===== src/rtl/issue_queue_wakeup.sv =====
// Age-ordered collapsing issue queue: tracks source readiness from writeback
// broadcasts and issues the oldest micro-op whose sources are both ready.
module issue_queue_wakeup #(
  parameter int NUM_PHYS_REGS = 64,
  parameter int DEPTH         = 16,
  parameter int NUM_WAKE      = 2,
  parameter int PAYLOAD_BITS  = 64,
  localparam int TAGW = $clog2(NUM_PHYS_REGS),
  localparam int CW   = $clog2(DEPTH + 1)
) (
  input  logic                     CLK,
  input  logic                     RESET,
  input  logic                     flush_in,
  input  logic                     enq_valid_in,
  output logic                     enq_ready_out,
  input  logic [TAGW-1:0]          enq_src1_tag_in,
  input  logic                     enq_src1_rdy_in,
  input  logic [TAGW-1:0]          enq_src2_tag_in,
  input  logic                     enq_src2_rdy_in,
  input  logic [PAYLOAD_BITS-1:0]  enq_payload_in,
  input  logic [NUM_WAKE-1:0]      wake_valid_in,
  input  logic [NUM_WAKE*TAGW-1:0] wake_tag_in,
  output logic                     issue_valid_out,
  input  logic                     issue_ready_in,
  output logic [PAYLOAD_BITS-1:0]  issue_payload_out,
  output logic [TAGW-1:0]          issue_src1_tag_out,
  output logic [TAGW-1:0]          issue_src2_tag_out,
  output logic [CW-1:0]            count_out
);

  logic [CW-1:0]           count_q, count_d;
  logic [DEPTH-1:0]        rdy1_q, rdy1_d, rdy2_q, rdy2_d;
  logic [TAGW-1:0]         tag1_q [DEPTH];
  logic [TAGW-1:0]         tag1_d [DEPTH];
  logic [TAGW-1:0]         tag2_q [DEPTH];
  logic [TAGW-1:0]         tag2_d [DEPTH];
  logic [PAYLOAD_BITS-1:0] pay_q  [DEPTH];
  logic [PAYLOAD_BITS-1:0] pay_d  [DEPTH];

  // View of each slot's upper neighbour, used when the queue collapses
  logic [DEPTH-1:0]        rdy1_up, rdy2_up;
  logic [TAGW-1:0]         tag1_up [DEPTH];
  logic [TAGW-1:0]         tag2_up [DEPTH];
  logic [PAYLOAD_BITS-1:0] pay_up  [DEPTH];

  logic                    sel_found;
  logic [CW-1:0]           sel_idx;
  logic [PAYLOAD_BITS-1:0] sel_pay;
  logic [TAGW-1:0]         sel_tag1, sel_tag2;
  logic                    issue_fire, enq_fire, shift;
  logic [CW-1:0]           enq_slot;

  function automatic logic wake_hit(input logic [TAGW-1:0]          tag,
                                    input logic [NUM_WAKE-1:0]      vld,
                                    input logic [NUM_WAKE*TAGW-1:0] tags);
    logic hit;
    hit = 1'b0;
    for (int p = 0; p < NUM_WAKE; p++)
      if (vld[p] && (tags[p*TAGW +: TAGW] == tag)) hit = 1'b1;
    return hit;
  endfunction

  for (genvar g = 0; g < DEPTH; g++) begin : g_up
    localparam int UP = (g < DEPTH - 1) ? g + 1 : g;
    assign rdy1_up[g] = rdy1_q[UP];
    assign rdy2_up[g] = rdy2_q[UP];
    assign tag1_up[g] = tag1_q[UP];
    assign tag2_up[g] = tag2_q[UP];
    assign pay_up[g]  = pay_q[UP];
  end

  always_comb begin
    sel_found = 1'b0;
    sel_idx   = '0;
    sel_pay   = '0;
    sel_tag1  = '0;
    sel_tag2  = '0;
    for (int i = DEPTH - 1; i >= 0; i--) begin
      if ((CW'(i) < count_q) && rdy1_q[i] && rdy2_q[i]) begin
        sel_found = 1'b1;
        sel_idx   = CW'(i);
        sel_pay   = pay_q[i];
        sel_tag1  = tag1_q[i];
        sel_tag2  = tag2_q[i];
      end
    end
  end

  assign issue_valid_out    = sel_found && !flush_in;
  assign issue_payload_out  = issue_valid_out ? sel_pay  : '0;
  assign issue_src1_tag_out = issue_valid_out ? sel_tag1 : '0;
  assign issue_src2_tag_out = issue_valid_out ? sel_tag2 : '0;
  assign enq_ready_out      = (count_q < CW'(DEPTH));
  assign count_out          = count_q;
  assign issue_fire         = issue_valid_out && issue_ready_in;
  assign enq_fire           = enq_valid_in && enq_ready_out && !flush_in;
  assign enq_slot           = count_q - CW'(issue_fire);

  always_comb begin
    count_d = flush_in ? '0 : (count_q + CW'(enq_fire) - CW'(issue_fire));
    rdy1_d  = '0;
    rdy2_d  = '0;
    shift   = 1'b0;
    for (int i = 0; i < DEPTH; i++) begin
      shift     = issue_fire && (CW'(i) >= sel_idx);
      tag1_d[i] = shift ? tag1_up[i] : tag1_q[i];
      tag2_d[i] = shift ? tag2_up[i] : tag2_q[i];
      pay_d[i]  = shift ? pay_up[i]  : pay_q[i];
      rdy1_d[i] = (shift ? rdy1_up[i] : rdy1_q[i]) | wake_hit(tag1_d[i], wake_valid_in, wake_tag_in);
      rdy2_d[i] = (shift ? rdy2_up[i] : rdy2_q[i]) | wake_hit(tag2_d[i], wake_valid_in, wake_tag_in);
      // New entries pick up a same-cycle broadcast so they are not missed
      if (enq_fire && (CW'(i) == enq_slot)) begin
        tag1_d[i] = enq_src1_tag_in;
        tag2_d[i] = enq_src2_tag_in;
        pay_d[i]  = enq_payload_in;
        rdy1_d[i] = enq_src1_rdy_in | wake_hit(enq_src1_tag_in, wake_valid_in, wake_tag_in);
        rdy2_d[i] = enq_src2_rdy_in | wake_hit(enq_src2_tag_in, wake_valid_in, wake_tag_in);
      end
      if (CW'(i) >= count_d) begin
        rdy1_d[i] = 1'b0;
        rdy2_d[i] = 1'b0;
      end
    end
  end

  always_ff @(posedge CLK or negedge RESET) begin
    if (!RESET) begin
      count_q <= '0;
      rdy1_q  <= '0;
      rdy2_q  <= '0;
    end else begin
      count_q <= count_d;
      rdy1_q  <= rdy1_d;
      rdy2_q  <= rdy2_d;
    end
  end

  always_ff @(posedge CLK) begin
    tag1_q <= tag1_d;
    tag2_q <= tag2_d;
    pay_q  <= pay_d;
  end

endmodule


===== config.mk =====
export PLATFORM = sky130hd
export DESIGN_NAME = issue_queue_wakeup
export DESIGN_NICKNAME = d
export VERILOG_FILES = /design/src/rtl/issue_queue_wakeup.sv
export SDC_FILE = /design/constraint.sdc
export NUM_CORES = 2
export LEC_CHECK = 0
export CAP_MARGIN = 20
export CORE_ASPECT_RATIO = 1.2
export CORE_MARGIN = 4
export CORE_UTILIZATION = 40
export DETAILED_ROUTE_END_ITERATION = 10
export GPL_ROUTABILITY_DRIVEN = 0
export PLACE_DENSITY = 0.61
export SYNTH_ARGS = -nofsm -noshare
export SYNTH_HDL_FRONTEND = slang
export SYNTH_SLANG_ARGS = --single-unit

===== constraint.sdc =====
create_clock -name CLK -period 8.5 [get_ports CLK]
set_input_delay 2.55 -clock CLK [delete_from_list [all_inputs] [get_ports CLK]]
set_output_delay 2.55 -clock CLK [all_outputs]
set_load 0.02 [all_outputs]

[Word-level counts from Yosys, hierarchy flattened]
Index checks and enable logic that the tools add are counted.
Operators by class
  add/subtract/negate cells: 3
  magnitude comparators: 48
  eq/ne operators: 83
  mux-type cells: 368
  bitwise gates (word level): 64
  reductions and logical operators: 152
Operators by type and width (number)
  64-bit 2-to-1 mux: 47
  6-bit 2-to-1 mux: 94
  6-bit == test: 68
  1-bit 2-to-1 mux: 210
  1-bit logical AND: 135
  4-bit by 5-bit greater-or-equal comparator with 1-bit output (first input constant): 15
  5-bit 2-to-1 mux: 15
  1-bit bitwise OR: 64
  4-bit by 5-bit == test with 1-bit output (first input constant): 8
  3-bit by 5-bit greater-or-equal comparator with 1-bit output (first input constant): 8
  4-bit by 5-bit less-than comparator with 1-bit output (first input constant): 8
  2-bit nonzero test: 15
  3-bit by 5-bit == test with 1-bit output (first input constant): 4
  1-bit by 5-bit greater-or-equal comparator with 1-bit output (first input constant): 4
  2-bit by 5-bit greater-or-equal comparator with 1-bit output (first input constant): 4
  3-bit by 5-bit less-than comparator with 1-bit output (first input constant): 4
  2-bit by 5-bit == test with 1-bit output (first input constant): 2
  1-bit by 5-bit less-than comparator with 1-bit output (first input constant): 2
  2-bit by 5-bit less-than comparator with 1-bit output (first input constant): 2
  5-bit by 1-bit subtractor with 5-bit output: 2
  4-bit 2-to-1 mux: 2
  5-bit by 1-bit adder with 5-bit output: 1
  1-bit by 5-bit == test with 1-bit output (first input constant): 1
  5-bit zero test: 1
  other kinds (2): 2
Word-level totals
  flip-flop bits (word level): 1253
  input port bits: 97
  output and inout bits: 83

[Depth between registers and ports, before layout]
  depth after elaboration: 30
  gate-level depth with buffers: 26

[Worst setup path before layout]
Ideal clock, no wire load.
  path type: input to register
  start point: input issue_ready_in
  end point: register pay_q[704] in the netlist's numbering (enable)
  library setup time: 0.575 ns
  data arrival time: 8.304 ns
  data required time: 7.925 ns
  path slack: -0.379 ns
  stages: 7
  buffers on the path: 2
  cell sequence: nor2b_1 -> clkbuf_1 -> o41ai_4 -> inv_2 -> clkbuf_1 -> a31oi_1 -> o21ai_0
Between the ends
  word-level cells in the longest chain between the ends: 5
  elaborated cells on any way between the ends: 6
  classes of those cells: add/sub: 1; eq/ne: 1; reduce/logical: 4
Ends and longest elaborated chain
  start: declaration: line 24  | input logic issue_ready_in,
  1-bit logical AND *: line 95  | assign issue_fire = issue_valid_out && issue_ready_in;
  5-bit by 1-bit subtractor with 5-bit output: line 97  | assign enq_slot = count_q - CW'(issue_fire);
  3-bit by 5-bit == test with 1-bit output: line 112  | if (enq_fire && (CW'(i) == enq_slot)) begin
  1-bit logical AND: line 112
  2-bit nonzero test (no source line) *
  end signal: assignment: line 141  | pay_q <= pay_d;
  end: declaration: line 37  | logic [PAYLOAD_BITS-1:0] pay_q [DEPTH];
Mark *: on every way between the ends. The rest lies on a longest branch, timed or not.
A chain may end at the register's enable or synchronous reset.

[Worst setup path in the final report]
  start point: register count_q[3] (netlist: count_out[3])
  end point: output issue_payload_out[47]
Between the ends
  word-level cells in the longest chain between the ends: 21
  elaborated cells on any way between the ends: 82
  classes of those cells: order compare: 16; mux: 33; reduce/logical: 33
Ends and longest elaborated chain
  start: declaration: line 31  | logic [CW-1:0] count_q, count_d;
  start signal: assignment: line 132  | count_q <= count_d;
  4-bit by 5-bit less-than comparator with 1-bit output: line 79  | if ((CW'(i) < count_q) && rdy1_q[i] && rdy2_q[i]) begin
  1-bit logical AND (2 in a row): line 79
  1-bit 2-to-1 mux (16 in a row): line 79
  1-bit logical AND: line 89  | assign issue_valid_out = sel_found && !flush_in;
  64-bit 2-to-1 mux *: line 90  | assign issue_payload_out = issue_valid_out ? sel_pay : '0;
  end: declaration: line 25  | output logic [PAYLOAD_BITS-1:0] issue_payload_out,
Marked as above.

==> results.md <==
* Status: complete, no violations
* Leading cell type in the layout, fill and taps excluded: nand2_1
* Initial antenna violation count at 23
* Ys Warns at 0
* Leakage power at 0.0304 µW
* Most frequent cells in the layout: nand2_1 (3168), edfxtp_1 (1036), nor2_1 (574)
* Fill cell count at between 15k and 20k
* Final #Nets at 8399
* CTS root buf: clkbuf_16
* Vias in the first global route at between 60k and 70k
* Sw frac at a little under a third
* Async S/R FF share, synth at under 10%
* Min Clock Period, post-route at 8360 ps
* R2r setup slk at roughly 1700 ps
* CTS clk-pin slew, worst paths at approximately 60 ps
* Top cell type by total area after synthesis: edfxtp_1
* WHS at between 500 and 600 ps
* Core area at between 150000 and 200000 µm²
* CP startpoint kind: register
* Via count at around 66k
* Post-synth top flop: edfxtp_1
* Mean Syn Cell Area at about 8.5 µm²
* 1st-pass router iterations at 9
* Worst slew margin at about 14%
* Port Buf Inserts at between 150 and 200
* Post-route ant nets at 0
* EDFF count, synth at just over 1k
* Pin count of the biggest net entering global routing at 131
* Layout cells sized above 1 at under 10%
* Adder-cell share of the synthesized area at less than 1%
* Detailed Route Iter0 Violations at roughly 8.5k
* Setup TNS Final at 0 ps
* Hold Vio Cnt, Final at 0
* Main combinational cell family by area after synthesis: simple AND/OR/NAND/NOR gates
* Pwr per Cell Area at around 210 nW/µm²
* Data arrival, critical path at between 5000 and 6000 ps
* Storage cell area at ~36000 µm²
* Sw Pwr at between 5000 and 6000 µW
* RSZ-0062 raised after global routing: false
* Complex-gate fraction of the synthesized area at approximately an eighth
* Clk Latency, worst-skew pair at around 830 ps
* GRT Total Usage at between 20% and 30%
* Dominant cells by area after synthesis: edfxtp_1 (43%), nand2_1 (17%), dfxtp_1 (5.0%)
* Max-cap viol count at 0
* Peak supply drop at around 0.00022 V
* Mapped Cells at about 8.4k
* Final Max Slew Viols at 0
* H-Tree Depth at 4
* Wire per inst at roughly 27 µm
* Top cell type's share of synthesized area at 43.4%
* Syn-to-layout area delta at 13.0%
* Worst-margin pin slew at around 1300 ps
* CP Class: reg -> out
* Area of the multi-input gates at 33600 µm²
* Post-Syn Area at slightly above 70000 µm²
* Seq cells post-synth at ~1.3k
* Avg Vias per Cell at 6.19
* Io pins at 180
* # DRC at 0
* Final Cycle Share at a little over nine tenths
* Crit end category: output port
* Post-synthesis mux area share at 3.18%
* First-pass GRT wire length at 423000 µm
* Final wirelength at around 290000 µm
* Post-synthesis sequential area ratio at 49.7%
* Clk sinks at ~1.3k
* Slowest cell on crit path: clkdlybuf4s50_1
* CTS Hold Bufs at 0
* Sequential share of power at between 40% and 50%
* Post-synthesis cell type count at around 90
* Hold/Removal Path Class: reg -> reg
* DIE WIDTH at about 390 µm
* Post-synthesis simple-gate area fraction at 26.0%
* Clock Tree Buf Depth at 3
* GRT overflow at 0
* Post-DP HPWL at 185000 µm
* P_int at 11600 µW
* Worst-path fanout max at around 100
* Clock group share of total power at around 36%
* CP dominant cell by count: o211ai_1
* Site row count at between 150 and 200
* Worst EP required at 5950 ps
* XOR/XNOR Fraction of Synth Area at 4.42%
* DIE AREA at between 150000 and 200000 µm²
* CTS tree: done
* Comb pwr share at 17.6%
* Fmax achieved at 0.120 GHz
* CTS buffer count at 145
* Worst path max stage delay at 750 ps
* Clock skew at ~54 ps
* DIE HEIGHT at roughly 470 µm
* Final setup viols at 0
* Initial Util at about two fifths
* Critical Path, Cell by Cell: inv_1, ha_1, inv_2, nand3_1, nor2_4, buf_16, nand2_1, a31o_2, o211ai_1, o211ai_1, a21oi_1, nor3b_1, o21ai_0, clkdlybuf4s50_1
* Synth Net Count at 8549
-- state kept, by name, indices dropped and copies added (netlist names) --
register   flops
count_out      5
pay_q       1024
rdy1_q        16
rdy2_q        16
tag1_q        96
tag2_q        96
-- logic make-up after synthesis --
family,after synthesis
AOI/OAI and AO/OA,1281
adders and majority gates,17
DFF,1253
muxes,219
and+or+nand+nor,4538
xor gates and xnor gates,362
buffers and inverters,765
-- cell usage after synthesis (all sizes together), types with 72 or more instances --
cell,count
nor2,588
xnor2,297
or3,88
nor3,189
nand2,3185
mux2i,147
nand3,204
clkbuf,614
a21oi,376
o2111ai,92
dfxtp,180
o211ai,158
buf,94
edfxtp,1036
o21ai,225
mux2,72
-- final timing paths --
path                              startpoint                     to  cells after the start
worst max-delay path            count_out[3]  issue_payload_out[47]                     14
min in group asynchronous              RESET             rdy1_q[13]                      2
worst max register to register  count_out[2]             rdy2_q[12]                     23
max in group asynchronous              RESET              rdy1_q[6]                      2
worst min-delay path              pay_q[881]             pay_q[945]                      2
worst min register to register    pay_q[881]             pay_q[945]                      2
-- power groups by stage --
stage	clock [µW]	sequential (µW)	combinational (µW)
2_1_floorplan	0	7590	1980
3_3_place_gp	0	7760	2750
3_5_place_dp	0	7760	2820
4_1_cts	6120	7640	2830
5_1_grt	6370	7710	3140
6_report	6060	7680	2930
-- area by class of cell --
cell class / instances / share of cell area [%]
diodes: 19 / 0.0587
well taps: 2308 / 3.57
flip-flops and latches: 1253 / 44.0
multi-input cells: 6418 / 41.5
inverters: 57 / 0.267
clock inverters: 58 / 0.638
repair buffers: 410 / 5.10
clock buffers: 198 / 4.83
-- worst max-delay path: cells and delay by family, from the launching register on --
| kind | cells | cell delay, ps |
|---|---|---|
| fa+ha+maj | 1 | 370 |
| buf+inv | 4 | 1530 |
| flops | 1 | 410 |
| simple gates | 4 | 1010 |
| compound gates | 5 | 1480 |
-- through the flow --
step | util, % | total power [µW] | worst slack [ps] | cell area [µm²] | instances
2_1_floorplan | - | 9580 | 818 | 71700 | 8435
3_3_place_gp | 43.0 | 10500 | 192 | 76200 | 10400
3_5_place_dp | 43.0 | 10600 | 166 | 76300 | 10400
4_1_cts | 45.5 | 16600 | 108 | 80700 | 10700
5_1_grt | 45.6 | 17200 | 9.25 | 80900 | 10700
6_report | 45.6 | 16700 | 144 | 81000 | 10700
-- layer usage --
layer	wire, µm	up-vias	track usage [%]	part of all wire, %
met5	41	-	0	0.014
met4	19000	6	17.6	6.6
met3	29500	1093	6.88	10
met2	131000	4300	47.8	46
met1	108000	32000	36.7	38
li1	-	29000	-	-
-- timing repair --
item	4_1_cts	5_1_grt
endpoints found under the setup margin	5	14
pin swaps	1	2
gates cloned	0	1
hold endpoints to repair	0	0
setup buffers	3	1
resized for setup	5	2
No activity file was read; power rests on OpenSTA's default activity.
